[config.mk]
export PLATFORM = sky130hd
export DESIGN_NAME = gray_frame_wr_sched_flat
export DESIGN_NICKNAME = d
export VERILOG_FILES = /design/src/rtl/gray_wr_pkg.sv /design/src/rtl/gray_wr_if.sv /design/src/rtl/sync_fifo_w16.sv /design/src/rtl/gray_frame_wr_sched.sv /design/src/flat_wrapper.sv
export SDC_FILE = /design/constraint.sdc
export NUM_CORES = 2
export LEC_CHECK = 0
export BUFFER_PORTS_ARGS = -buffer_cell sky130_fd_sc_hd__buf_2
export CORE_MARGIN = 2
export CORE_UTILIZATION = 65
export DETAILED_ROUTE_END_ITERATION = 8
export PLACE_DENSITY = 0.81
export SYNTH_ARGS = -nofsm -noshare
export SYNTH_HDL_FRONTEND = slang
export SYNTH_SLANG_ARGS = --single-unit
[constraint.sdc]
create_clock -name clk -period 8.2 [get_ports clk]
set_clock_uncertainty 0.05 [all_clocks]
set_input_delay 0.41 -clock clk [delete_from_list [all_inputs] [get_ports clk]]
set_output_delay 0.41 -clock clk [all_outputs]
set_load 0.02 [all_outputs]
[src/rtl/gray_wr_pkg.sv]
// Shared constants for the gray-plane frame-buffer write scheduler:
// FSM encoding, frame geometry defaults and buffer base addresses.
package gray_wr_pkg;

    typedef logic [2:0] state_t;

    localparam state_t S_WAIT_VS = 3'd0;
    localparam state_t S_CAPT    = 3'd1;
    localparam state_t S_REQ     = 3'd2;
    localparam state_t S_DATA    = 3'd3;
    localparam state_t S_DONE    = 3'd4;

    localparam int DEF_IMG_W     = 640;
    localparam int DEF_IMG_H     = 480;
    localparam int DEF_BURST_LEN = 64;

    localparam int WORDS_PER_FRAME  = DEF_IMG_W * DEF_IMG_H / 2;
    localparam int BURSTS_PER_FRAME = WORDS_PER_FRAME / DEF_BURST_LEN;

    localparam logic [23:0] BUF0_BASE_DEF = 24'h000000;
    localparam logic [23:0] BUF1_BASE_DEF = 24'h040000;

    function automatic int words_per_frame(input int w, input int h);
        return w * h / 2;
    endfunction

    function automatic int bursts_per_frame(input int w, input int h,
                                            input int bl);
        return w * h / (2 * bl);
    endfunction

endpackage

[src/rtl/gray_wr_if.sv]
// Pixel-in and burst-write-out bundle; master is the scheduler,
// slave is the converter/memory-controller side.
interface gray_wr_if #(
    parameter int ADDR_W = 24
) ();

    logic              pix_vsync;
    logic              pix_de;
    logic [7:0]        pix_y;
    logic              wr_req;
    logic              wr_ack;
    logic [ADDR_W-1:0] wr_addr;
    logic [15:0]       wr_data;
    logic              wr_valid;
    logic              wr_ready;
    logic              wr_buf;
    logic              rd_buf;
    logic              frame_done;
    logic              err_ovf;
    logic              err_short;

    modport master (
        input  pix_vsync, pix_de, pix_y, wr_ack, wr_ready,
        output wr_req, wr_addr, wr_data, wr_valid,
        output wr_buf, rd_buf, frame_done, err_ovf, err_short
    );

    modport slave (
        output pix_vsync, pix_de, pix_y, wr_ack, wr_ready,
        input  wr_req, wr_addr, wr_data, wr_valid,
        input  wr_buf, rd_buf, frame_done, err_ovf, err_short
    );

endinterface

[src/rtl/sync_fifo_w16.sv]
// Show-ahead 16-bit FIFO with occupancy count and synchronous flush.
// Pushes while full and pops while empty are ignored.
module sync_fifo_w16 #(
    parameter int DEPTH = 256
) (
    input  logic                     clk,
    input  logic                     rst,
    input  logic                     i_flush,
    input  logic                     i_push,
    input  logic [15:0]              i_din,
    input  logic                     i_pop,
    output logic [15:0]              o_dout,
    output logic [$clog2(DEPTH):0]   o_count,
    output logic                     o_full,
    output logic                     o_empty
);

    localparam int AW = $clog2(DEPTH);
    localparam int CW = AW + 1;

    logic [15:0]   r_mem [DEPTH];
    logic [AW-1:0] r_wr_ptr;
    logic [AW-1:0] r_rd_ptr;
    logic [CW-1:0] r_count;
    logic          w_push;
    logic          w_pop;

    assign o_full  = (r_count == CW'(DEPTH));
    assign o_empty = (r_count == '0);
    assign o_count = r_count;
    assign o_dout  = r_mem[r_rd_ptr];

    assign w_push = i_push & ~o_full & ~i_flush;
    assign w_pop  = i_pop & ~o_empty & ~i_flush;

    always_ff @(posedge clk or posedge rst) begin
        if (rst) begin
            r_wr_ptr <= '0;
            r_rd_ptr <= '0;
            r_count  <= '0;
        end else if (i_flush) begin
            r_wr_ptr <= '0;
            r_rd_ptr <= '0;
            r_count  <= '0;
        end else begin
            if (w_push)
                r_wr_ptr <= r_wr_ptr + 1'b1;
            if (w_pop)
                r_rd_ptr <= r_rd_ptr + 1'b1;
            unique case ({w_push, w_pop})
                2'b10:   r_count <= r_count + 1'b1;
                2'b01:   r_count <= r_count - 1'b1;
                default: r_count <= r_count;
            endcase
        end
    end

    // Storage is not reset; occupancy alone decides what is valid.
    always_ff @(posedge clk) begin
        if (w_push)
            r_mem[r_wr_ptr] <= i_din;
    end

endmodule

[src/rtl/gray_frame_wr_sched.sv]
// Captures the Y plane, packs two pixels per word and bursts each frame
// into ping-pong buffers, swapping buffers only after a clean frame.
module gray_frame_wr_sched
    import gray_wr_pkg::*;
#(
    parameter int                IMG_W       = DEF_IMG_W,
    parameter int                IMG_H       = DEF_IMG_H,
    parameter int                BURST_LEN   = DEF_BURST_LEN,
    parameter int                FIFO_DEPTH  = 256,
    parameter int                ADDR_W      = 24,
    parameter logic [ADDR_W-1:0] BUF0_BASE   = ADDR_W'(BUF0_BASE_DEF),
    parameter logic [ADDR_W-1:0] BUF1_BASE   = ADDR_W'(BUF1_BASE_DEF),
    parameter int                SKIP_FRAMES = 2
) (
    input  logic      clk,
    input  logic      rst,
    gray_wr_if.master bus
);

    localparam int WPF  = words_per_frame(IMG_W, IMG_H);
    localparam int BPF  = bursts_per_frame(IMG_W, IMG_H, BURST_LEN);
    localparam int NPIX = 2 * WPF;
    localparam int PW   = $clog2(NPIX + 1);
    localparam int BW   = $clog2(BPF + 1);
    localparam int LW   = $clog2(BURST_LEN);
    localparam int CW   = $clog2(FIFO_DEPTH) + 1;
    localparam int SW   = $clog2(SKIP_FRAMES + 2);

    logic          r_vs_d;
    logic [SW-1:0] r_skip;
    logic          r_armed;
    logic [PW-1:0] r_pix_cnt;
    logic [7:0]    r_hi;
    logic          r_push;
    logic [15:0]   r_word;

    state_t        r_state;
    logic [BW-1:0] r_burst;
    logic [LW-1:0] r_beat;
    logic          r_zfill;
    logic          r_dirty;
    logic          r_wr_buf;
    logic          r_rd_buf;
    logic          r_frame_done;
    logic          r_err_ovf;
    logic          r_err_short;

    logic              w_vs_rise;
    logic              w_skipping;
    logic              w_start;
    logic              w_pix_ok;
    logic              w_push;
    logic              w_ovf;
    logic              w_valid;
    logic              w_xfer;
    logic              w_pop;
    logic              w_last_beat;
    logic [15:0]       w_dout;
    logic [CW-1:0]     w_count;
    logic              w_full;
    logic              w_empty;
    logic [ADDR_W-1:0] w_base;

    assign w_vs_rise  = bus.pix_vsync & ~r_vs_d;
    assign w_skipping = (r_skip < SW'(SKIP_FRAMES));
    assign w_start    = w_vs_rise & ~w_skipping;
    assign w_pix_ok   = r_armed & bus.pix_de & ~w_start &
                        (r_pix_cnt < PW'(NPIX));

    // A frame start discards a word still in flight from the old frame.
    assign w_push = r_push & ~w_start;
    assign w_ovf  = w_push & w_full;

    assign w_valid     = (r_state == S_DATA) & (r_zfill | ~w_empty);
    assign w_xfer      = w_valid & bus.wr_ready;
    assign w_pop       = w_xfer & ~r_zfill;
    assign w_last_beat = w_xfer & (r_beat == LW'(BURST_LEN - 1));

    assign w_base = r_wr_buf ? BUF1_BASE : BUF0_BASE;

    sync_fifo_w16 #(
        .DEPTH (FIFO_DEPTH)
    ) u_fifo (
        .clk     (clk),
        .rst     (rst),
        .i_flush (w_start),
        .i_push  (w_push),
        .i_din   (r_word),
        .i_pop   (w_pop),
        .o_dout  (w_dout),
        .o_count (w_count),
        .o_full  (w_full),
        .o_empty (w_empty)
    );

    always_ff @(posedge clk or posedge rst) begin
        if (rst) begin
            r_vs_d    <= 1'b0;
            r_skip    <= '0;
            r_armed   <= 1'b0;
            r_pix_cnt <= '0;
            r_hi      <= '0;
            r_push    <= 1'b0;
            r_word    <= '0;
        end else begin
            r_vs_d <= bus.pix_vsync;
            r_push <= 1'b0;
            if (w_vs_rise && w_skipping)
                r_skip <= r_skip + 1'b1;
            if (w_start) begin
                r_armed   <= 1'b1;
                r_pix_cnt <= '0;
            end else if (w_pix_ok) begin
                r_pix_cnt <= r_pix_cnt + 1'b1;
                if (!r_pix_cnt[0]) begin
                    r_hi <= bus.pix_y;
                end else begin
                    r_word <= {r_hi, bus.pix_y};
                    r_push <= 1'b1;
                end
            end
        end
    end

    always_ff @(posedge clk or posedge rst) begin
        if (rst) begin
            r_state      <= S_WAIT_VS;
            r_burst      <= '0;
            r_beat       <= '0;
            r_zfill      <= 1'b0;
            r_dirty      <= 1'b0;
            r_wr_buf     <= 1'b0;
            r_rd_buf     <= 1'b1;
            r_frame_done <= 1'b0;
            r_err_ovf    <= 1'b0;
            r_err_short  <= 1'b0;
        end else begin
            r_frame_done <= 1'b0;
            if (w_ovf) begin
                r_err_ovf <= 1'b1;
                r_dirty   <= 1'b1;
            end
            if (w_xfer)
                r_beat <= w_last_beat ? '0 : r_beat + 1'b1;

            unique case (r_state)
                S_WAIT_VS: begin
                    if (w_start) begin
                        r_state <= S_CAPT;
                        r_burst <= '0;
                        r_dirty <= 1'b0;
                    end
                end
                S_CAPT: begin
                    if (w_start) begin
                        r_err_short <= 1'b1;
                        r_burst     <= '0;
                        r_dirty     <= 1'b0;
                    end else if (w_count >= CW'(BURST_LEN)) begin
                        r_state <= S_REQ;
                    end
                end
                S_REQ: begin
                    if (w_start) begin
                        r_err_short <= 1'b1;
                        r_burst     <= '0;
                        r_dirty     <= 1'b0;
                        r_state     <= S_CAPT;
                    end else if (bus.wr_ack) begin
                        r_state <= S_DATA;
                    end
                end
                S_DATA: begin
                    if (w_start) begin
                        r_err_short <= 1'b1;
                        r_burst     <= '0;
                        r_dirty     <= 1'b0;
                        // Pad the granted burst with zeros to its full length.
                        if (w_last_beat) begin
                            r_zfill <= 1'b0;
                            r_state <= S_CAPT;
                        end else begin
                            r_zfill <= 1'b1;
                        end
                    end else if (w_last_beat) begin
                        r_zfill <= 1'b0;
                        if (r_zfill) begin
                            r_state <= S_CAPT;
                        end else if (r_burst == BW'(BPF - 1)) begin
                            r_burst <= '0;
                            r_state <= S_DONE;
                        end else begin
                            r_burst <= r_burst + 1'b1;
                            r_state <= S_CAPT;
                        end
                    end
                end
                S_DONE: begin
                    if (!r_dirty) begin
                        r_frame_done <= 1'b1;
                        r_rd_buf     <= r_wr_buf;
                        r_wr_buf     <= ~r_wr_buf;
                    end
                    if (w_start) begin
                        r_dirty <= 1'b0;
                        r_state <= S_CAPT;
                    end else begin
                        r_state <= S_WAIT_VS;
                    end
                end
                default: r_state <= S_WAIT_VS;
            endcase
        end
    end

    assign bus.wr_req     = (r_state == S_REQ);
    assign bus.wr_addr    = w_base + ADDR_W'(r_burst) * ADDR_W'(BURST_LEN);
    assign bus.wr_data    = ((r_state == S_DATA) && !r_zfill) ? w_dout : 16'h0000;
    assign bus.wr_valid   = w_valid;
    assign bus.wr_buf     = r_wr_buf;
    assign bus.rd_buf     = r_rd_buf;
    assign bus.frame_done = r_frame_done;
    assign bus.err_ovf    = r_err_ovf;
    assign bus.err_short  = r_err_short;

endmodule
[src/flat_wrapper.sv]
// flat-port wrapper written by rule: the top's interface ports become plain ports
module gray_frame_wr_sched_flat import gray_wr_pkg::*;
#(
    parameter int                IMG_W       = DEF_IMG_W,
    parameter int                IMG_H       = DEF_IMG_H,
    parameter int                BURST_LEN   = DEF_BURST_LEN,
    parameter int                FIFO_DEPTH  = 256,
    parameter int                ADDR_W      = 24,
    parameter logic [ADDR_W-1:0] BUF0_BASE   = ADDR_W'(BUF0_BASE_DEF),
    parameter logic [ADDR_W-1:0] BUF1_BASE   = ADDR_W'(BUF1_BASE_DEF),
    parameter int                SKIP_FRAMES = 2
)
  (clk, rst, bus_pix_vsync, bus_pix_de, bus_pix_y, bus_wr_ack, bus_wr_ready, bus_wr_req, bus_wr_addr, bus_wr_data, bus_wr_valid, bus_wr_buf, bus_rd_buf, bus_frame_done, bus_err_ovf, bus_err_short);
  gray_wr_if #(.ADDR_W(ADDR_W)) bus_i ();
  input  logic clk;
  input  logic rst;
  input wire logic [$bits(bus_i.pix_vsync)-1:0] bus_pix_vsync;
  input wire logic [$bits(bus_i.pix_de)-1:0] bus_pix_de;
  input wire logic [$bits(bus_i.pix_y)-1:0] bus_pix_y;
  input wire logic [$bits(bus_i.wr_ack)-1:0] bus_wr_ack;
  input wire logic [$bits(bus_i.wr_ready)-1:0] bus_wr_ready;
  output wire logic [$bits(bus_i.wr_req)-1:0] bus_wr_req;
  output wire logic [$bits(bus_i.wr_addr)-1:0] bus_wr_addr;
  output wire logic [$bits(bus_i.wr_data)-1:0] bus_wr_data;
  output wire logic [$bits(bus_i.wr_valid)-1:0] bus_wr_valid;
  output wire logic [$bits(bus_i.wr_buf)-1:0] bus_wr_buf;
  output wire logic [$bits(bus_i.rd_buf)-1:0] bus_rd_buf;
  output wire logic [$bits(bus_i.frame_done)-1:0] bus_frame_done;
  output wire logic [$bits(bus_i.err_ovf)-1:0] bus_err_ovf;
  output wire logic [$bits(bus_i.err_short)-1:0] bus_err_short;
  assign bus_i.pix_vsync = bus_pix_vsync;
  assign bus_i.pix_de = bus_pix_de;
  assign bus_i.pix_y = bus_pix_y;
  assign bus_i.wr_ack = bus_wr_ack;
  assign bus_i.wr_ready = bus_wr_ready;
  assign bus_wr_req = bus_i.wr_req;
  assign bus_wr_addr = bus_i.wr_addr;
  assign bus_wr_data = bus_i.wr_data;
  assign bus_wr_valid = bus_i.wr_valid;
  assign bus_wr_buf = bus_i.wr_buf;
  assign bus_rd_buf = bus_i.rd_buf;
  assign bus_frame_done = bus_i.frame_done;
  assign bus_err_ovf = bus_i.err_ovf;
  assign bus_err_short = bus_i.err_short;
  gray_frame_wr_sched #(.IMG_W(IMG_W), .IMG_H(IMG_H), .BURST_LEN(BURST_LEN), .FIFO_DEPTH(FIFO_DEPTH), .ADDR_W(ADDR_W), .BUF0_BASE(BUF0_BASE), .BUF1_BASE(BUF1_BASE), .SKIP_FRAMES(SKIP_FRAMES)) u_core (.clk(clk), .rst(rst), .bus(bus_i));
endmodule
==> flow_metrics.tcl <==
set metrics [dict create \
    root_buffer "clkbuf_16" \
    cp.arrival_ns 7.03 \
    use_met3_pct 11.9 \
    crit_type "flop to output pin" \
    final-setup-viol-count 0 \
    busiest_layer "met2" \
    remaining_drc_errors 3 \
    worst_ep_required_time_ns 7.74 \
    synthCells 7106 \
    die-area_sq_mm 0.252 \
    leakage_nw 54.6 \
    finalCriticalPeriod_ns 7.49 \
    synth_fa_ha_area_share_pct 0.129 \
    synth_compound_area_share_pct 1.92 \
    regArea_sq_mm 0.126 \
    viasPerCell 7.69 \
    fin_nets 7609 \
    synth_common_cells "edfxtp_1 (4096), mux4_2 (1092), nor2_1 (433)" \
    place_ws_ns 2.51 \
    ys_seq_elements 4197 \
    hp-class "input pin to flop" \
    core_area_sq_mm 0.246 \
    crit_path_max_fanout 19 \
    dr.first_iter.drc_count 16600 \
    insertion_delay_ns 1.02 \
    yosysUniqueCellTypes 69 \
    vias 86300 \
    gp_congestion 0.881 \
    synth_flop_cell "edfxtp_1" \
    area_growth_pct 11.6 \
    finalHoldViolations 0 \
    cts_sinks 4197 \
    post_drt_wl_per_cell_microns 41.8 \
    clock_path_buffers 4 \
    violations "design-rule violations, max-capacitance violations, max-slew violations" \
    crit_path_end_kind "output pin" \
    synth_edf_count 4096 \
    fin_crit_sh_pct 91.4 \
    syn_area_per_cell_sq_um 22.7 \
    io_buffers 49 \
    yosysMostFrequentCell "edfxtp_1" \
    die_h_microns 502 \
    worst_setup_path_start_kind "flop" \
    antenna_found_initial 52 \
    grt_pass1_vias 85500 \
    max_slew_margin_pct -0.211 \
    yosys-top-cells-area "edfxtp_1 (76%), mux4_2 (15%), dfrtp_1 (1.6%)" \
    cts_tree "built" \
    fmax_mhz 133 \
    die_w_microns 502 \
    setup_slack_ns 0.707 \
    cts-resized-gates 0 \
    synth_simple_gate_area_share_pct 2.02 \
    synth_top_family_by_area "multiplexers" \
    yosysTopAreaCell "edfxtp_1" \
    rows 182 \
    use_met1_pct 47.8 \
    final_util_pct 73.0 \
    overflow 0 \
    grt_use_met2_pct 58.0 \
    synth-async-reset-ratio_pct 2.41 \
    routed_wl_microns 469000 \
    syn_area_sq_mm 0.161 \
    ant_nets 0 \
    cts_setup_buffers 0 \
    grt_max_degree 194 \
    synth.mux.area_fraction_pct 16.3 \
    synth-seq-area-share_pct 78.0 \
    p_switching_w 0.0142 \
    pwr-share-clk_pct 34.7 \
    grt_pass1_wl_microns 657000 \
    ios 61 \
    fin_tns_setup_ns 0 \
    pwr-share-seq_pct 52.1 \
    drv_cap 3 \
    synth_top_area_share_pct 76.4 \
    place_hpwl_microns 244000 \
    cts.clk_slew.worst_paths_ns 0.06 \
    drive_gt1_share_pct 27.5 \
    cts_buffers 408 \
    dr.pass1.iters 7 \
    peakVddDrop_uv 471 \
    n_fill_cell 12000 \
    multi_input_area_sq_mm 0.0333 \
    start_util_pct 65.4 \
    hold-worst-slack_ns 0.0528 \
    swShare_pct 26.4 \
    rsz0062_at_grt "no" \
    power_frac_comb_pct 13.2 \
    status "finished with violations" \
    worst_pin_slew_ns 1.50 \
    cellPowerDensity_mw_per_mm2 299 \
    internal-power_w 0.0396 \
    ys_warn_count 0 \
    finalMaxSlewViolations 1 \
    h-tree-depth 5 \
    grtUsageTotal_pct 37.8 \
    synth_xor_area_share_pct 0.201 \
]
[repair_timing]
item                       in CTS  in global routing
setup endpoints to repair       0                  0
hold buffers                   14                  0
hold endpoints to repair       60                  0
[cell families (layout without fill, tap and decap cells)]
| kind of cell | after synthesis | count (layout) |
|---|---|---|
| DFF | 4197 | 4197 |
| other | 1 | 42 |
| and+or+nand+nor | 731 | 731 |
| AOI/OAI and AO/OA | 453 | 453 |
| adders and majority gates | 16 | 16 |
| buffers and inverters | 417 | 1189 |
| muxes | 1254 | 1254 |
| xor gates and xnor gates | 37 | 37 |
[cell type report]
cell class	count	share of cell area, %
flip-flops and latches	4197	69.9
multi-input cells	2502	18.5
clock buffers	488	5.91
well taps	3312	2.31
repair buffers	453	2.00
clock inverters	231	1.26
diodes	31	0.0432
inverters	17	0.0369
[through the flow]
stage	area [sq um]	total power, W	std cells
after floorplan	161000	0.0329	7116
after global placement	167000	0.0346	10500
after detailed placement	167000	0.0351	10500
after CTS	180000	0.0535	11200
after global routing	180000	0.0547	11200
final	180000	0.0538	11200
[placed cells by master, fill, tap and decap left out, types with 20 or more instances in the layout]
master,instances
mux2i_1,127
buf_12,22
edfxtp_1,4096
diode_2,31
clkinv_2,68
o21ai_0,57
a21oi_1,23
o21bai_1,21
nand3_1,39
nor2_1,422
clkinv_1,91
clkbuf_16,412
mux4_2,1092
mux2_2,35
o211ai_1,21
nor4_1,30
o22ai_1,183
clkbuf_1,73
nand2_1,92
dfrtp_1,80
buf_4,366
dfrtp_4,20
bufinv_16,41
a211oi_1,30
buf_2,50
nor3_1,34
[power by group through the flow]
stage | combinational [W] | sequential (W) | clock [W]
detailed placement | 0.00670 | 0.0284 | 0
floorplan | 0.00328 | 0.0296 | 0
global placement | 0.00636 | 0.0283 | 0
global route | 0.00732 | 0.0281 | 0.0193
CTS | 0.00693 | 0.0280 | 0.0186
finish | 0.00711 | 0.0280 | 0.0186
[flip-flops by register name, summed over array words and instances, names as in the netlist, 2 cells and up]
register	count
u_core.r_beat	6
u_core.r_skip	2
u_core.u_fifo.r_rd_ptr	8
u_core.u_fifo.r_wr_ptr	8
u_core.r_state	3
u_core.r_word	16
u_core.r_pix_cnt	19
u_core.u_fifo.r_mem	4096
u_core.r_burst	12
u_core.u_fifo.o_count	9
u_core.r_hi	8
[final timing paths]
check / from / to / slack (ns) / cells past startpoint
setup / recovery: u_core.u_fifo.r_rd_ptr[6] / bus_wr_data[15] / 0.71 / 9
hold / removal: bus_pix_vsync / u_core.r_vs_d / 0.05 / 2
setup reg to reg: u_core.r_state[0] / u_core.u_fifo.o_count[8] / 3.29 / 12
hold reg to reg: u_core.r_skip[0] / u_core.r_skip[0] / 0.42 / 1
max in group asynchronous: rst / u_core.u_fifo.r_rd_ptr[1] / 6.08 / 5
min in group asynchronous: rst / u_core.r_burst[8] / 0.47 / 4
[routing by layer]
layer / wire, microns / share of wire, % / up-vias
li1: - / - / 31000
met1: 143000 / 30 / 43800
met2: 220000 / 47 / 9357
met3: 69300 / 15 / 2070
met4: 37100 / 7.9 / 42
met5: 408 / 0.087 / -
[critical path, cell delays in order, from the launching register on]
cell       delay [ns]
dfrtp_1          0.79
and2_1           0.62
nand2_1          0.83
buf_4            0.48
o22ai_1          0.16
a2111oi_0        1.23
o21ai_0          0.53
a221o_1          0.51
o2111ai_1        0.53
buf_2            0.33
Power figures use the tool's default switching activity.
